$ cat src/rtl/vga_image_writer_pkg.sv
// Shared definitions for the VGA image RAM write bus: field layout, writer FSM states,
// and the image_word pack helper used by both producer and consumer.
package vga_pkg;

  localparam int WEN_BIT   = 23;
  localparam int COLOR_LSB = 15;
  localparam int COLOR_W   = 8;
  localparam int ADDR_W    = 15;
  localparam int X_W       = 11;
  localparam int BAND_W    = 3;

  typedef enum logic [2:0] {
    IDLE,
    CHECK,
    SETUP,
    WRITE,
    RELEASE
  } state_t;

  // Address is {1'b0, band, x}; bits above WEN_BIT are always zero.
  function automatic logic [31:0] pack_word(input logic               wen,
                                            input logic [COLOR_W-1:0] color,
                                            input logic [BAND_W-1:0]  band,
                                            input logic [X_W-1:0]     x);
    logic [31:0] w;
    w                         = '0;
    w[WEN_BIT]                = wen;
    w[COLOR_LSB +: COLOR_W]   = color;
    w[ADDR_W-1:0]             = {1'b0, band, x};
    return w;
  endfunction

endpackage

$ cat src/rtl/vga_image_writer_if.sv
// Command handshake plus image_word/status bundle between the CPU IO decode and the writer.
interface vga_image_writer_if;
  import vga_pkg::*;

  logic                cmd_valid;
  logic                cmd_ready;
  logic [X_W-1:0]      cmd_x0;
  logic [X_W-1:0]      cmd_x1;
  logic [BAND_W-1:0]   cmd_b0;
  logic [BAND_W-1:0]   cmd_b1;
  logic [COLOR_W-1:0]  cmd_color;
  logic [31:0]         image_word;
  logic                busy;
  logic                done;
  logic                err;

  modport master (
    output cmd_valid, cmd_x0, cmd_x1, cmd_b0, cmd_b1, cmd_color,
    input  cmd_ready, image_word, busy, done, err
  );

  modport slave (
    input  cmd_valid, cmd_x0, cmd_x1, cmd_b0, cmd_b1, cmd_color,
    output cmd_ready, image_word, busy, done, err
  );

endinterface

$ cat src/rtl/vga_image_writer_stepper.sv
// Rectangle scan position: x inner loop, band outer loop, with a wrap-free last-pixel flag.
module vga_rect_stepper
  import vga_pkg::*;
(
  input  logic              clock,
  input  logic              reset,
  input  logic              load,
  input  logic              step,
  input  logic [X_W-1:0]    x0,
  input  logic [X_W-1:0]    x1,
  input  logic [BAND_W-1:0] b0,
  input  logic [BAND_W-1:0] b1,
  output logic [X_W-1:0]    cur_x,
  output logic [BAND_W-1:0] cur_b,
  output logic              last_pixel
);

  logic [X_W:0]    x_next;
  logic [BAND_W:0] b_next;
  logic            x_wrap;
  logic            b_wrap;

  // One extra bit so x1=2047 / b1=7 compare correctly instead of wrapping to zero.
  assign x_next     = {1'b0, cur_x} + (X_W+1)'(1);
  assign b_next     = {1'b0, cur_b} + (BAND_W+1)'(1);
  assign x_wrap     = x_next > {1'b0, x1};
  assign b_wrap     = b_next > {1'b0, b1};
  assign last_pixel = x_wrap && b_wrap;

  always_ff @(posedge clock or posedge reset) begin
    if (reset) begin
      cur_x <= '0;
      cur_b <= '0;
    end else if (load) begin
      cur_x <= x0;
      cur_b <= b0;
    end else if (step) begin
      if (x_wrap) begin
        cur_x <= x0;
        cur_b <= b_next[BAND_W-1:0];
      end else begin
        cur_x <= x_next[X_W-1:0];
      end
    end
  end

endmodule

$ cat src/rtl/vga_image_writer.sv
// Rectangle-fill writer: per pixel, address/color settle, wEn pulses, then fields hold
// before changing, so the VGA domain can sample the word without synchronisers.
module vga_image_writer
  import vga_pkg::*;
#(
  parameter int SETUP_CYCLES = 2,
  parameter int HOLD_CYCLES  = 4
) (
  input logic              clock,
  input logic              reset,
  vga_image_writer_if.slave bus
);

  localparam int MAX_CYC = (SETUP_CYCLES > HOLD_CYCLES) ? SETUP_CYCLES : HOLD_CYCLES;
  localparam int CNT_W   = ($clog2(MAX_CYC) > 0) ? $clog2(MAX_CYC) : 1;
  localparam logic [CNT_W-1:0] SETUP_LOAD = CNT_W'(SETUP_CYCLES - 1);
  localparam logic [CNT_W-1:0] HOLD_LOAD  = CNT_W'(HOLD_CYCLES - 1);

  state_t               state, state_d;
  logic [CNT_W-1:0]     cnt, cnt_d;
  logic                 wen, wen_d;
  logic                 done_q, done_d;
  logic                 err_q, err_d;
  logic                 capture, load, step;
  logic [X_W-1:0]       x0_q, x1_q;
  logic [BAND_W-1:0]    b0_q, b1_q;
  logic [COLOR_W-1:0]   color_q, color_out;
  logic [X_W-1:0]       cur_x;
  logic [BAND_W-1:0]    cur_b;
  logic                 last_pixel;

  vga_rect_stepper u_stepper (
    .clock      (clock),
    .reset      (reset),
    .load       (load),
    .step       (step),
    .x0         (x0_q),
    .x1         (x1_q),
    .b0         (b0_q),
    .b1         (b1_q),
    .cur_x      (cur_x),
    .cur_b      (cur_b),
    .last_pixel (last_pixel)
  );

  always_comb begin
    state_d = state;
    cnt_d   = cnt;
    wen_d   = wen;
    done_d  = 1'b0;
    err_d   = 1'b0;
    capture = 1'b0;
    load    = 1'b0;
    step    = 1'b0;
    case (state)
      IDLE: begin
        if (bus.cmd_valid) begin
          capture = 1'b1;
          state_d = CHECK;
        end
      end
      CHECK: begin
        if ((x1_q < x0_q) || (b1_q < b0_q)) begin
          err_d   = 1'b1;
          state_d = IDLE;
        end else begin
          load    = 1'b1;
          cnt_d   = SETUP_LOAD;
          state_d = SETUP;
        end
      end
      SETUP: begin
        if (cnt == '0) begin
          wen_d   = 1'b1;
          cnt_d   = HOLD_LOAD;
          state_d = WRITE;
        end else begin
          cnt_d = cnt - CNT_W'(1);
        end
      end
      WRITE: begin
        if (cnt == '0) begin
          wen_d   = 1'b0;
          cnt_d   = SETUP_LOAD;
          state_d = RELEASE;
        end else begin
          cnt_d = cnt - CNT_W'(1);
        end
      end
      RELEASE: begin
        if (cnt == '0) begin
          if (last_pixel) begin
            done_d  = 1'b1;
            state_d = IDLE;
          end else begin
            step    = 1'b1;
            cnt_d   = SETUP_LOAD;
            state_d = SETUP;
          end
        end else begin
          cnt_d = cnt - CNT_W'(1);
        end
      end
      default: state_d = IDLE;
    endcase
  end

  always_ff @(posedge clock or posedge reset) begin
    if (reset) begin
      state     <= IDLE;
      cnt       <= '0;
      wen       <= 1'b0;
      done_q    <= 1'b0;
      err_q     <= 1'b0;
      x0_q      <= '0;
      x1_q      <= '0;
      b0_q      <= '0;
      b1_q      <= '0;
      color_q   <= '0;
      color_out <= '0;
    end else begin
      state  <= state_d;
      cnt    <= cnt_d;
      wen    <= wen_d;
      done_q <= done_d;
      err_q  <= err_d;
      if (capture) begin
        x0_q    <= bus.cmd_x0;
        x1_q    <= bus.cmd_x1;
        b0_q    <= bus.cmd_b0;
        b1_q    <= bus.cmd_b1;
        color_q <= bus.cmd_color;
      end
      // Displayed color moves together with the first address, never at capture.
      if (load) color_out <= color_q;
    end
  end

  assign bus.cmd_ready  = (state == IDLE);
  assign bus.busy       = (state != IDLE);
  assign bus.done       = done_q;
  assign bus.err        = err_q;
  assign bus.image_word = pack_word(wen, color_out, cur_b, cur_x);

endmodule

$ cat src/flat_wrapper.sv
// flat-port wrapper written by rule: the top's interface ports become plain ports
module vga_image_writer_flat import vga_pkg::*;
#(
  parameter int SETUP_CYCLES = 2,
  parameter int HOLD_CYCLES  = 4
)
  (clock, reset, bus_cmd_valid, bus_cmd_x0, bus_cmd_x1, bus_cmd_b0, bus_cmd_b1, bus_cmd_color, bus_cmd_ready, bus_image_word, bus_busy, bus_done, bus_err);
  vga_image_writer_if bus_i ();
  input logic clock;
  input logic reset;
  input wire logic [$bits(bus_i.cmd_valid)-1:0] bus_cmd_valid;
  input wire logic [$bits(bus_i.cmd_x0)-1:0] bus_cmd_x0;
  input wire logic [$bits(bus_i.cmd_x1)-1:0] bus_cmd_x1;
  input wire logic [$bits(bus_i.cmd_b0)-1:0] bus_cmd_b0;
  input wire logic [$bits(bus_i.cmd_b1)-1:0] bus_cmd_b1;
  input wire logic [$bits(bus_i.cmd_color)-1:0] bus_cmd_color;
  output wire logic [$bits(bus_i.cmd_ready)-1:0] bus_cmd_ready;
  output wire logic [$bits(bus_i.image_word)-1:0] bus_image_word;
  output wire logic [$bits(bus_i.busy)-1:0] bus_busy;
  output wire logic [$bits(bus_i.done)-1:0] bus_done;
  output wire logic [$bits(bus_i.err)-1:0] bus_err;
  assign bus_i.cmd_valid = bus_cmd_valid;
  assign bus_i.cmd_x0 = bus_cmd_x0;
  assign bus_i.cmd_x1 = bus_cmd_x1;
  assign bus_i.cmd_b0 = bus_cmd_b0;
  assign bus_i.cmd_b1 = bus_cmd_b1;
  assign bus_i.cmd_color = bus_cmd_color;
  assign bus_cmd_ready = bus_i.cmd_ready;
  assign bus_image_word = bus_i.image_word;
  assign bus_busy = bus_i.busy;
  assign bus_done = bus_i.done;
  assign bus_err = bus_i.err;
  vga_image_writer #(.SETUP_CYCLES(SETUP_CYCLES), .HOLD_CYCLES(HOLD_CYCLES)) u_core (.clock(clock), .reset(reset), .bus(bus_i));
endmodule
$ cat config.mk
export PLATFORM = sky130hd
export DESIGN_NAME = vga_image_writer_flat
export DESIGN_NICKNAME = d
export VERILOG_FILES = /design/src/rtl/vga_image_writer_pkg.sv /design/src/rtl/vga_image_writer_if.sv /design/src/rtl/vga_image_writer_stepper.sv /design/src/rtl/vga_image_writer.sv /design/src/flat_wrapper.sv
export SDC_FILE = /design/constraint.sdc
export NUM_CORES = 1
export LEC_CHECK = 0
export CAP_MARGIN = 20
export CORE_MARGIN = 2
export CORE_UTILIZATION = 45
export CTS_BUF_LIST = sky130_fd_sc_hd__clkbuf_4
export CTS_CLUSTER_SIZE = 14
export DETAILED_ROUTE_END_ITERATION = 16
export PLACE_DENSITY_LB_ADDON = 0.15
export SLEW_MARGIN = 20
export SYNTH_ARGS = -nofsm -noshare
export SYNTH_HDL_FRONTEND = slang
export SYNTH_HIERARCHICAL = 1
export SYNTH_SLANG_ARGS = --single-unit
$ cat constraint.sdc
create_clock -name clock -period 7.2 [get_ports clock]
set_clock_uncertainty 0.2 [all_clocks]
set_input_delay 1.08 -clock clock [delete_from_list [all_inputs] [get_ports clock]]
set_output_delay 1.08 -clock clock [all_outputs]
set_load 0.02 [all_outputs]
==> metrics.csv <==
stage;metric;value;unit
final_layout;n_diodes;0;
yosys;top_reg_cell synth;dfrtp_1;
yosys;async set or reset register ratio after synthesis;100;%
timing;Worst-Margin Slew;0.910;ns
worst_setup_path;reg2reg path depth;16;
global_routing;gr usage total;19.2;%
yosys;post-synth top area share;40.1;%
worst_hold_path;WHS Path Cells;2;
worst_hold_path;Hold Crit Class;flip-flop to flip-flop;
clocking;TritonCTS Buffers;9;
timing;setup TNS;0;ns
final_layout;share of post-route cells with drive strength above 1;17.1;%
run_status;status;complete, no violations;
power_and_ir_drop;VDD IR max;0.000293;V
clocking;Post-CTS Setup Repair Bufs;0;
global_routing;total grt overflow;0;
clocking;Post-CTS Hold Buffers;0;
floorplan;die width;99.6;um
worst_setup_path;CP Max Fanout;16;
clocking;CTS Sinks;66;
floorplan;Core Region;0.00881;sq mm
place;DP Worst Slack;1.99;ns
worst_setup_path;CP arrival;5.37;ns
global_routing;met1 GRT Util;27.1;%
clocking;post-cts sizing count;0;
global_routing;initial antenna violation count;0;
drt;drt drc;0;
drt;via count;3077;
floorplan;initial core utilization;46.7;%
worst_setup_path;cell family with most CP delay;simple AND/OR/NAND/NOR gates;
final_layout;commonest cells after routing, fill and taps aside;dfrtp_1 (66), clkdlybuf4s50_1 (65), nand2_1 (45);
global_routing;first-pass GRT wire length;15100;um
power_and_ir_drop;Leak;2.12;nW
drt;drt first pass iters;4;
yosys;Seq cells post-synth;66;
yosys;Netlist cell types;65;
timing;RSZ-0062 raised after global routing;false;
yosys;Seq/Total Area, Yosys;40.1;%
worst_hold_path;Hold Crit Start;u_core/wen;
global_routing;routing usage on met2;29.3;%
clocking;maximum clock path buffer count;2;
place;port bufs;65;
timing;Hold Fails Final Rpt;0;
global_routing;largest net degree at the start of global routing;49;
drt;total wire length;8910;um
timing;Final WS setup;1.95;ns
worst_hold_path;Worst Hold End;u_core/wen;
timing;Tmin final;5.25;ns
yosys;Post-synth EDFFs;0;
final_layout;synth-to-layout area growth;20.1;%
floorplan;die area;0.00993;sq mm
global_routing;vias in the first global route;3107;
yosys;Syn Area/Cell;10.4;sq um
place;gpl congestion;0.859;
drt;Via density;5.41;
drt;Initial DRC Count;109;
worst_setup_path;FF-to-FF Start;u_core/u_stepper/cur_x[0];
clocking;clock latency at the later pin of the worst-skew pair;0.43;ns
worst_setup_path;CP Buf/Inv Count;0;
final_layout;most common cell after layout, fill and taps aside;dfrtp_1;
worst_setup_path;CP endpoint kind;flip-flop;
drt;DR WL/cell;15.7;um
worst_setup_path;R2R setup slack;1.95;ns
floorplan;num ports;75;
drt;Routed Antenna Nets;0;
yosys;mapped cell area;0.00412;sq mm
timing;Slew HR;39.1;%
worst_setup_path;most frequent CP cell;and3_1;
timing;fin crit share;72.9;%
final_layout;nets@finish;525;
flow_run;max-cap viol count;0;
global_routing;grt peak-use layer;met2;
power_and_ir_drop;power per cell area;488;mW/mm^2
timing;Setup-failing EPs final;0;
clocking;Clk pin slew, worst setup/hold paths;0.14;ns
worst_setup_path;critical path class;flip-flop to flip-flop;
clocking;H-tree depth;3;
worst_setup_path;CP required;7.32;ns
floorplan;Site Rows;34;
clocking;CTS root buf;clkbuf_4;
global_routing;GR met3 Demand/Resource;4.50;%
timing;achievable frequency;190;MHz
yosys;synth warn;6;
timing;fin. max-slew vios;0;
clocking;TritonCTS clock tree;done;
worst_setup_path;CP peak stage delay;0.76;ns
yosys;cells after synthesis;397;
worst_setup_path;CP startpoint kind;flip-flop;
place;Final HPWL DP;6710;um
yosys;Synth area leader;dfrtp_1;
floorplan;Die Y;99.6;um
worst_setup_path;critical path cell sequence;ha_1, and3_1, and3_1, and3_1, xor2_1, ha_1, nand3_2, nor3_1, a2111o_1, o21bai_2, a21oi_1, nor3b_1, nor2b_1, o21ai_4, and3_1, o31a_1;
yosys;largest cells by area after synthesis;dfrtp_1 (40%), ha_1 (9.1%), mux2_2 (6.6%);
worst_setup_path;slowest CP cell;nor3b_1;
worst_setup_path;R2R Path End;u_core/u_stepper/cur_b[1];
cells in the mapped netlist, types with 3 or more instances:
library cell	instances
dfrtp_1	66
nand2_1	45
inv_1	32
ha_1	30
mux2_2	24
o21ai_0	16
buf_4	15
a21oi_1	12
nor2_1	11
nand3_1	9
mux2_4	8
nor2b_1	8
o211ai_2	8
buf_2	7
and2_1	6
xnor2_1	6
xor2_1	6
and3_1	5
and4_1	5
nor3_1	5
nor3b_1	5
a32oi_1	4
o211ai_1	4
a21boi_0	3
nand2_2	3
nand2b_1	3
worst max-delay path by stage:
| stage | cells after the start | end | from |
|---|---|---|---|
| 2_1_floorplan | 17 | u_core/u_stepper/cur_b[1] | u_core/u_stepper/cur_x[0] |
| 6_report | 16 | u_core/u_stepper/cur_b[1] | u_core/u_stepper/cur_x[0] |
| 4_1_cts | 16 | u_core/u_stepper/cur_x[8] | u_core/u_stepper/cur_x[0] |
| 3_3_place_gp | 16 | u_core/u_stepper/cur_x[3] | u_core/u_stepper/cur_x[0] |
| 5_1_grt | 16 | u_core/u_stepper/cur_b[1] | u_core/u_stepper/cur_x[0] |
| 3_5_place_dp | 16 | u_core/u_stepper/cur_x[3] | u_core/u_stepper/cur_x[0] |
kinds of logic (layout without fill, tap and decap cells):
| logic type | after synthesis | after routing | synth area share [%] |
|---|---|---|---|
| xor+xnor | 12 | 12 | 2.55 |
| mux | 33 | 33 | 9.76 |
| flops | 66 | 66 | 40.1 |
| simple gates | 120 | 120 | 16.0 |
| buf+inv | 58 | 114 | 7.05 |
| fa+ha+maj | 30 | 30 | 9.12 |
| compound gates | 77 | 77 | 15.4 |
| other cells | 1 | 9 | 0.0911 |
layout make-up:
cell class	instances	area (sq um)
clock inverters	7	101
flip-flops and latches	66	1650
fillers	802	3860
inverters	32	120
well taps	108	135
clock buffers	9	67.6
multi-input cells	281	2210
repair buffers	66	658
report_power, final:
group	internal (mW)	leakage (nW)	total, mW	switching (mW)
Clock	0.143	0.0827	0.295	0.152
Combinational	0.637	1.26	1.41	0.768
Sequential	0.544	0.774	0.711	0.167
Total	1.32	2.12	2.41	1.09
routing by layer:
layer  routed length (um)  vias up
li1                     -     1504
met1                 4320     1498
met2                 4120       66
met3                  366        9
met4                  104        0
met5                    0        -
sequential cells by signal, indices dropped and copies added (netlist names):
signal                  cells
u_core/color_out            8
u_core/x1_q                11
u_core/bus.err              1
u_core/state                3
u_core/b0_q                 3
u_core/color_q              8
u_core/wen                  1
u_core/u_stepper/cur_b      3
u_core/u_stepper/cur_x     11
u_core/b1_q                 3
u_core/cnt                  2
u_core/bus.done             1
u_core/x0_q                11
worst reg2reg max path, cell delays in order (launching register included):
cell	delay [ns]
dfrtp_1	0.47
ha_1	0.28
and3_1	0.22
and3_1	0.19
and3_1	0.21
xor2_1	0.16
ha_1	0.30
nand3_2	0.12
nor3_1	0.07
a2111o_1	0.45
o21bai_2	0.54
a21oi_1	0.22
nor3b_1	0.76
nor2b_1	0.32
o21ai_4	0.14
and3_1	0.20
o31a_1	0.27
stage by stage:
stage                     hold slack (ns)  cell area [sq um]  power (mW)  utilization [%]  cells
after floorplan                     0.249               4150        1.77                -    405
after CTS                           0.317               4940        2.43             56.1    569
after global placement              0.282               4770        2.08             54.2    553
final                               0.305               4940        2.41             56.1    569
after global routing                0.325               4940        2.62             56.1    569
after detailed placement            0.291               4770        2.13             54.2    553
Note: power is estimated with default switching activity, not from simulation.
